<file path="src/rtl/core88_sram.sv">
// core88_sram: 8-bit CPU byte port onto a 16-bit asynchronous SRAM, with a one-word read buffer.
// Latency: buffer hit 0 cycles; read miss or write WAIT+1 cycles (WAIT of 0 behaves as 1).
// Backpressure: locked=0 stalls the CPU, which holds address/wdata/wreq until locked returns to 1.
// Build option: define CORE88_SRAM_ROM_EN to write-protect 20'hF0000-20'hFFFFF (writes skip the SRAM).
module core88_sram #(
    parameter int WAIT = 2
) (
    input  logic        clock,
    input  logic        resetn,
    input  logic [19:0] address,
    input  logic [7:0]  wdata,
    input  logic        wreq,
    output logic [7:0]  rdata,
    output logic        locked,
    output logic [18:0] sram_a,
    output logic [15:0] sram_dq_o,
    input  logic [15:0] sram_dq_i,
    output logic        sram_oe,
    output logic        sram_we,
    output logic [1:0]  sram_be
);

    // A zero-length access makes no sense for an async SRAM; clamp to one cycle.
    localparam int WAIT_EFF = (WAIT < 1) ? 1 : WAIT;
    localparam int CNT_W    = (WAIT_EFF > 1) ? $clog2(WAIT_EFF) : 1;
    localparam logic [CNT_W-1:0] CNT_LAST = CNT_W'(WAIT_EFF - 1);
    localparam logic [CNT_W-1:0] CNT_ONE  = CNT_W'(1);

    typedef enum logic [1:0] {
        IDLE  = 2'd0,
        RD    = 2'd1,
        WR    = 2'd2,
        WDONE = 2'd3
    } state_t;

    state_t state;
    state_t state_nxt;

    // SRAM access cycle counter; the access ends when it reaches WAIT_EFF-1.
    logic [CNT_W-1:0] cnt;
    logic             cnt_last;

    // One-word read buffer.
    logic             buf_vld;
    logic [18:0]      buf_tag;
    logic [15:0]      buf_dat;
    logic             hit;

    // Write captured in IDLE so the SRAM cycle does not depend on the CPU bus.
    logic [18:0]      wr_addr;
    logic             wr_lane;
    logic [7:0]       wr_byte;

    // Write landing in the protected region (always 0 when protection is not built).
    logic             rom_wr;

`ifdef CORE88_SRAM_ROM_EN
    assign rom_wr = (address[19:16] == 4'hF);
`else
    assign rom_wr = 1'b0;
`endif

    assign cnt_last  = (cnt == CNT_LAST);
    assign hit       = buf_vld && (buf_tag == address[19:1]);
    assign rdata     = hit ? (address[0] ? buf_dat[15:8] : buf_dat[7:0]) : 8'h00;
    // Byte replicated on both lanes; sram_be selects which lane the SRAM takes.
    assign sram_dq_o = {wr_byte, wr_byte};

    // Next-state decode and SRAM strobes; strobes are pure state decode so reset kills them at once.
    always_comb begin
        state_nxt = state;
        locked    = 1'b0;
        sram_oe   = 1'b0;
        sram_we   = 1'b0;
        sram_be   = 2'b00;
        sram_a    = address[19:1];
        case (state)
            IDLE: begin
                locked = !wreq && hit;
                if (wreq) begin
                    // Writes win over a pending read miss.
                    state_nxt = rom_wr ? WDONE : WR;
                end else if (!hit) begin
                    state_nxt = RD;
                end
            end
            RD: begin
                sram_oe = 1'b1;
                sram_be = 2'b11;
                if (cnt_last) begin
                    state_nxt = IDLE;
                end
            end
            WR: begin
                sram_we = 1'b1;
                sram_a  = wr_addr;
                sram_be = wr_lane ? 2'b10 : 2'b01;
                if (cnt_last) begin
                    state_nxt = WDONE;
                end
            end
            WDONE: begin
                // One-cycle acknowledge so the CPU can advance past the store.
                locked    = 1'b1;
                state_nxt = IDLE;
            end
            default: begin
                state_nxt = IDLE;
            end
        endcase
    end

    // State register and access counter; counter restarts from 0 on every RD/WR entry.
    always_ff @(posedge clock) begin
        if (!resetn) begin
            state <= IDLE;
            cnt   <= '0;
        end else begin
            state <= state_nxt;
            if ((state == RD) || (state == WR)) begin
                if (!cnt_last) begin
                    cnt <= cnt + CNT_ONE;
                end
            end else begin
                cnt <= '0;
            end
        end
    end

    // Buffer valid: cleared by reset, set when a read fill completes.
    always_ff @(posedge clock) begin
        if (!resetn) begin
            buf_vld <= 1'b0;
        end else if ((state == RD) && cnt_last) begin
            buf_vld <= 1'b1;
        end
    end

    // Buffer tag/data: filled on read completion, patched by a write to the same word.
    always_ff @(posedge clock) begin
        if (resetn) begin
            if ((state == RD) && cnt_last) begin
                buf_tag <= address[19:1];
                buf_dat <= sram_dq_i;
            end else if ((state == WR) && cnt_last && (buf_tag == wr_addr)) begin
                if (wr_lane) begin
                    buf_dat[15:8] <= wr_byte;
                end else begin
                    buf_dat[7:0] <= wr_byte;
                end
            end
        end
    end

    // Capture the CPU write when it is accepted in IDLE.
    always_ff @(posedge clock) begin
        if (resetn && (state == IDLE) && wreq) begin
            wr_addr <= address[19:1];
            wr_lane <= address[0];
            wr_byte <= wdata;
        end
    end

endmodule

</file>
<file path="config.mk">
export PLATFORM = sky130hd
export DESIGN_NAME = core88_sram
export DESIGN_NICKNAME = d
export VERILOG_FILES = /design/src/rtl/core88_sram.sv
export SDC_FILE = /design/constraint.sdc
export NUM_CORES = 1
export LEC_CHECK = 0
export ABC_CLOCK_PERIOD_IN_PS = 2800
export BUFFER_PORTS_ARGS = -buffer_cell sky130_fd_sc_hd__buf_4
export CAP_MARGIN = 20
export CORE_ASPECT_RATIO = 0.6
export CORE_MARGIN = 4
export CORE_UTILIZATION = 51
export CTS_CLUSTER_SIZE = 14
export DETAILED_ROUTE_END_ITERATION = 6
export MAX_ROUTING_LAYER = met4
export PLACE_DENSITY = 0.79
export SLEW_MARGIN = 20
export SYNTH_ARGS = -nofsm -noshare
export SYNTH_HDL_FRONTEND = slang
export SYNTH_SLANG_ARGS = --single-unit
</file>
<file path="constraint.sdc">
create_clock -name clock -period 2.8 [get_ports clock]
set_clock_uncertainty 0.1 [all_clocks]
set_input_delay 0.42 -clock clock [delete_from_list [all_inputs] [get_ports clock]]
set_output_delay 0.42 -clock clock [all_outputs]
set_load 0.05 [all_outputs]
</file>
# After elaboration in Yosys (flattened, before gate mapping)
# Index checks and enable logic that the tools add are counted.
# W data, S select, Z words.
[totals]
reg_bits = 67
input_bits = 47
out_inout_bits = 48
[op_classes]
add_sub_neg = 1
n_eq_ne = 9
mux = 18
n_reduce_logical = 17
[op_table]
columns = ["operator", "count"]
rows = [
  ["$eq A19 B19 Y1", 2],
  ["$mux W16", 2],
  ["$mux W8", 4],
  ["$mux W19", 1],
  ["$mux W2", 5],
  ["$reduce_and A3 Y1", 3],
  ["$pmux W2 S4", 1],
  ["$logic_and A1 B1 Y1", 7],
  ["$eq A2 B2 Y1 const B", 2],
  ["$ne A2 B2 Y1 const B", 2],
  ["$pmux W2 S2", 1],
  ["$reduce_and A2 Y1", 2],
  ["$reduce_bool A2 Y1", 2],
  ["$mux W1", 3],
  ["$ne A3 B3 Y1 const B", 1],
  ["$eq A2 B1 Y1 const B", 1],
  ["$logic_not A2 Y1", 1],
  ["$ne A2 B1 Y1 const B", 1],
  ["$pmux W1 S2", 1],
  ["$add A1 B1 Y1 const B", 1],
  ["$logic_not A1 Y1", 1],
  ["$logic_or A1 B1 Y1", 1],
]

# Longest topological paths before layout
[logic_depth]
ltp_word = 5
ltp_mapped = 7
ltp_nobuf = 6

# Least setup slack after synthesis
# No wires, ideal clock.
[synth_path]
kind = "register to register"
from = "reg state[0]"
to = "reg buf_dat[0] (enable)"
arrival_time_ns = 2.306
t_required_ns = 2.374
setup_slack_ns = 0.068
path_stages_with_launch = 8
cell_sequence = "dfxtp_1 -> inv_1 -> ha_1 -> buf_4 -> nand4_1 -> or4_1 -> nor4_2 -> a21o_1"
[synth_between]
elab_chain_cells = 5
elab_cells_between_ends = 8
classes_between = "3 x eq/ne; 5 x reduce/logical"
[synth_lines]
columns = ["item", "line_no", "text"]
rows = [
  ["start, declared", "36", "state_t state;"],
  ["start signal, assigned", "119", "state <= state_nxt;"],
  ["$eq A2 B2 Y1", "145", "end else if ((state == WR) && cnt_last && (buf_tag == wr_addr)) begin"],
  ["$logic_and A1 B1 Y1 (2 in series)", "145", ""],
  ["$reduce_bool A2 Y1 (no line)", "--", ""],
  ["$reduce_and A3 Y1 (no line) (*)", "--", ""],
  ["end signal, assigned", "144", "buf_dat <= sram_dq_i;"],
  ["end signal, assigned", "149", "buf_dat[7:0] <= wr_byte;"],
  ["end, declared", "46", "logic [15:0] buf_dat;"],
]
# Every way passes the cells marked *; elsewhere a longest branch is shown, timed or not.
# A chain may end at the register's enable or synchronous reset.

# Final worst setup path
[layout_path]
from = "reg buf_tag[18]"
to = "out rdata[7]"
[layout_between]
elab_chain_cells = 3
[layout_lines]
columns = ["item", "line_no", "text"]
rows = [
  ["start, declared", "45", "logic [18:0] buf_tag;"],
  ["start signal, assigned", "143", "buf_tag <= address[19:1];"],
  ["$eq A19 B19 Y1", "64", "assign hit = buf_vld && (buf_tag == address[19:1]);"],
  ["$logic_and A1 B1 Y1", "64", ""],
  ["$mux W8", "65", "assign rdata = hit ? (address[0] ? buf_dat[15:8] : buf_dat[7:0]) : 8'h00;"],
  ["end, declared", "13", "output logic [7:0] rdata,"],
]
# No other way between the ends.

==> run summary <==
The max-slew violation count came out at 0. The cell at the root of the clock tree is sky130_fd_sc_hd__clkbuf_8. The share of the core filled with cells is 0.681.

The number of standard cells in the final layout excluding fillers came out at roughly 430. At the pin with the least slew margin, the transition time is around 580 ps. The share of post-route cells with drive strength above 1 came out at 0.382. The minimum clock period after layout came out at 2640 ps. The maximum single-stage delay on the critical path is 430 ps. The critical path required time is 2280 ps.

The cell area reported after detailed placement came out at between 3000 and 4000 um^2. The proportion of register bits with asynchronous set or reset after synthesis came out at 0. Setup repair after global routing left no endpoint under its margin.

The initial core utilization is 0.526. The number of inserted diodes is 0. The share of the yosys chip area belonging to registers is 0.617.

The combined global-route utilization of all metal layers is 0.204. The initial antenna violation count is 0. The post-synthesis instance total came out at between 200 and 250. In the finished design, the share of the clock period the worst path needs comes to 0.942.

The routability congestion estimate came out at a little over 0.8. A synthesized cell averages 13.0 um^2. The total non-filler cell area in the finished layout came out at roughly 4100 um^2.

The overall overflow remaining after global route is 0. The DRC violations left came out at 0. Dividing total power by cell area gives a power density of 803 nW/um^2. Setup violations remaining at the end of the flow were counted as 0.

The clock slew seen by the registers of the worst setup and hold paths is 70 ps. Yosys printed 0 warnings. In this run, synthesis inferred 63 flip-flops with an integrated enable. Relative to the synthesized area, the layout overhead comes to 29.5%. Buffers inserted to repair hold after CTS numbered 0. The total core area came out at just over 6000 um^2.

The post-CTS resize count is 1. The deepest level of the CTS H-tree is 3. In the final routed layout, each cell accounts on average for ~17 um. The total number of nets in the final design is between 300 and 400.

The routed metal-1 wirelength is ~3.5 mm. Counting distinct cell types in the post-synthesis netlist gives 26. The setup slack after placement is a little over 200 ps. The clock net sink count is 67.

The run finished with clean final reports. The number of synthesized register bits came out at 67. The number of global-route vias before repair is roughly 2,200. For this design the static power due to leakage is about 1.6 nW. The tightest slew margin relative to the limit came out at 0.613. The category of the worst setup path capture point is an output port.

The wire length after detailed routing is 7.36 mm. By area the synthesized netlist is led by sky130_fd_sc_hd__edfxtp_1, sky130_fd_sc_hd__xnor2_1, sky130_fd_sc_hd__mux2_2. The hold slack is between 150 and 200 ps. The tool flagged a number of max-cap violations equal to 0. The die covers 7640 um^2. The count of routing violations after the opening detailed-route iteration is ~110.

The detailed-route via count is roughly 2,200. The area of the mapped netlist is roughly 3200 um^2. Detailed routing placed a total of around 470 um of wire on met3.

The highest ir drop seen on vdd is about 0.00046 V. The number of buffers created by CTS is 9. The count of endpoints failing hold in the final timing report came out at 0. The top-level I/O count is between 90 and 100.

The largest net degree at the start of global routing is 26. The critical path goes through xnor2_1 -> nand4_1 -> nor3_2 -> nand2_2 -> nor2_1 -> buf_4. The number of search-and-repair iterations in the first detailed-routing pass is 5. The placed wire-length estimate came out at ~5.4 mm. Overall power consumption after layout is estimated at between 3 and 4 mW.

In the detailed route, the total length drawn on met2 is 3.39 mm. The proportion of netlist area held by the largest area contributor came out at 0.592. STA classifies the critical path startpoint as a flip-flop. The critical path in this run is classified as reg2out. The largest fanout of any net on the critical path is 8. The clock latency of the later-clocked register in the worst-skew pair came out at approximately 330 ps.

The first-pass GRT wire length is between 10 and 15 mm. The number of vias per cell after detailed routing came out at between 5 and 6. The maximum clock rate came out at 0.379 GHz.

The floorplan has 22 rows. In this run the post-CTS setup repair buffer count came out at 0. The number of cells in the design after placement is just over 400. The net count after synthesis is roughly 300. The number of buffers on the longest clock path is 2. The detailed router used layers up to and including met4. The number of nets with antenna violations after detailed routing came out at 0. Once routing completed, OpenROAD measured the worst setup slack at between 150 and 200 ps. The largest individual stage delay along the critical path comes from the cell sky130_fd_sc_hd__edfxtp_1. The CTS tree is done. In this run the tool buffered the top-level ports with 94 buffer cells.

The dominant cell type by area after synthesis is sky130_fd_sc_hd__edfxtp_1. From bottom edge to top edge, the die measures ~69 um. The dominant synthesized flop cell is sky130_fd_sc_hd__edfxtp_1. The signal arrival time at the worst endpoint is 2120 ps. The horizontal die dimension came out at around 110 um. The final-layout setup total negative slack is 0 ps. The worst hold path class is in2reg.
## worst max-delay path, delay by kind of cell (launching register included)
family	cells	cell delay (ps)
xor gates and xnor gates	1	260
buffers and inverters	1	220
DFF	1	430
and+or+nand+nor	4	880
## report_power, final
part / total [mW] / switching, mW / internal [mW] / leakage, nW
combinational: 1.24 / 0.815 / 0.430 / 0.927
clock: 0.791 / 0.333 / 0.459 / 0.0983
sequential: 1.29 / 0.0672 / 1.22 / 0.607
## placed cells by master, fill, tap and decap left out, drive strengths merged
cell type,count
ha,5
nor3,1
nand4,10
xor2,2
bufinv,1
a21oi,2
nor4,1
dfxtp,4
a21o,2
nand2,46
mux2i,10
and3,2
a31oi,2
clkbuf,14
edfxtp,63
buf,97
or4,1
inv,4
nor2,12
o211ai,1
o21ai,1
nor2b,3
mux2,19
and2,2
clkinv,1
o21a,1
xnor2,36
## cells in the mapped netlist (all sizes together), types with 3 or more instances
| cell | number |
|---|---|
| dfxtp | 4 |
| mux2i | 10 |
| buf | 11 |
| nor2b | 3 |
| mux2 | 19 |
| inv | 4 |
| ha | 5 |
| edfxtp | 63 |
| nor2 | 12 |
| nand2 | 46 |
| xnor2 | 36 |
| clkbuf | 4 |
| nand4 | 10 |
## worst paths after layout
| check | slack, ps | depth (start not counted) | endpoint | start |
|---|---|---|---|---|
| max | 160 | 6 | rdata[7] | buf_tag[18] |
| min | 160 | 1 | wr_byte[0] | wdata[0] |
| max reg2reg | 270 | 6 | buf_dat[10] | state[0] |
| min reg2reg | 370 | 1 | buf_vld | buf_vld |
## state kept, by name, summed over array words and instances, names as in the netlist
name,count
wr_lane,1
buf_tag,19
buf_dat,16
wr_addr,19
wr_byte,8
state,2
cnt,1
buf_vld,1
## logic make-up (layout without fill, tap and decap cells)
group                    count (synthesis)  count (layout)  synth area share
adder cells (fa/ha/maj)                  5               5            0.0196
flip-flops                              67              67             0.617
buffers and inverters                   19             117            0.0340
AND/OR/NAND/NOR                         78              78             0.109
AO/OA/AOI/OAI                            9               9            0.0180
XOR/XNOR                                38              38             0.104
multiplexers                            29              29            0.0982
## per-layer routing
| layer | vias to the layer above | track usage |
|---|---|---|
| li1 | 1046 | - |
| met1 | 1054 | 0.286 |
| met2 | 68 | 0.290 |
| met3 | 2 | 0.0651 |
| met4 | 0 | 0.0519 |
| met5 | - | - |
## final cells by class
| class | count | area [um^2] |
|---|---|---|
| Clock buffer | 14 | 163 |
| Clock inverter | 2 | 33.8 |
| Fill cell | 432 | 1940 |
| Inverter | 4 | 15.0 |
| Multi-Input combinational cell | 159 | 1120 |
| Sequential cell | 67 | 1970 |
| Tap cell | 84 | 105 |
| Timing Repair Buffer | 97 | 728 |
(Power assumes the default switching activity.)
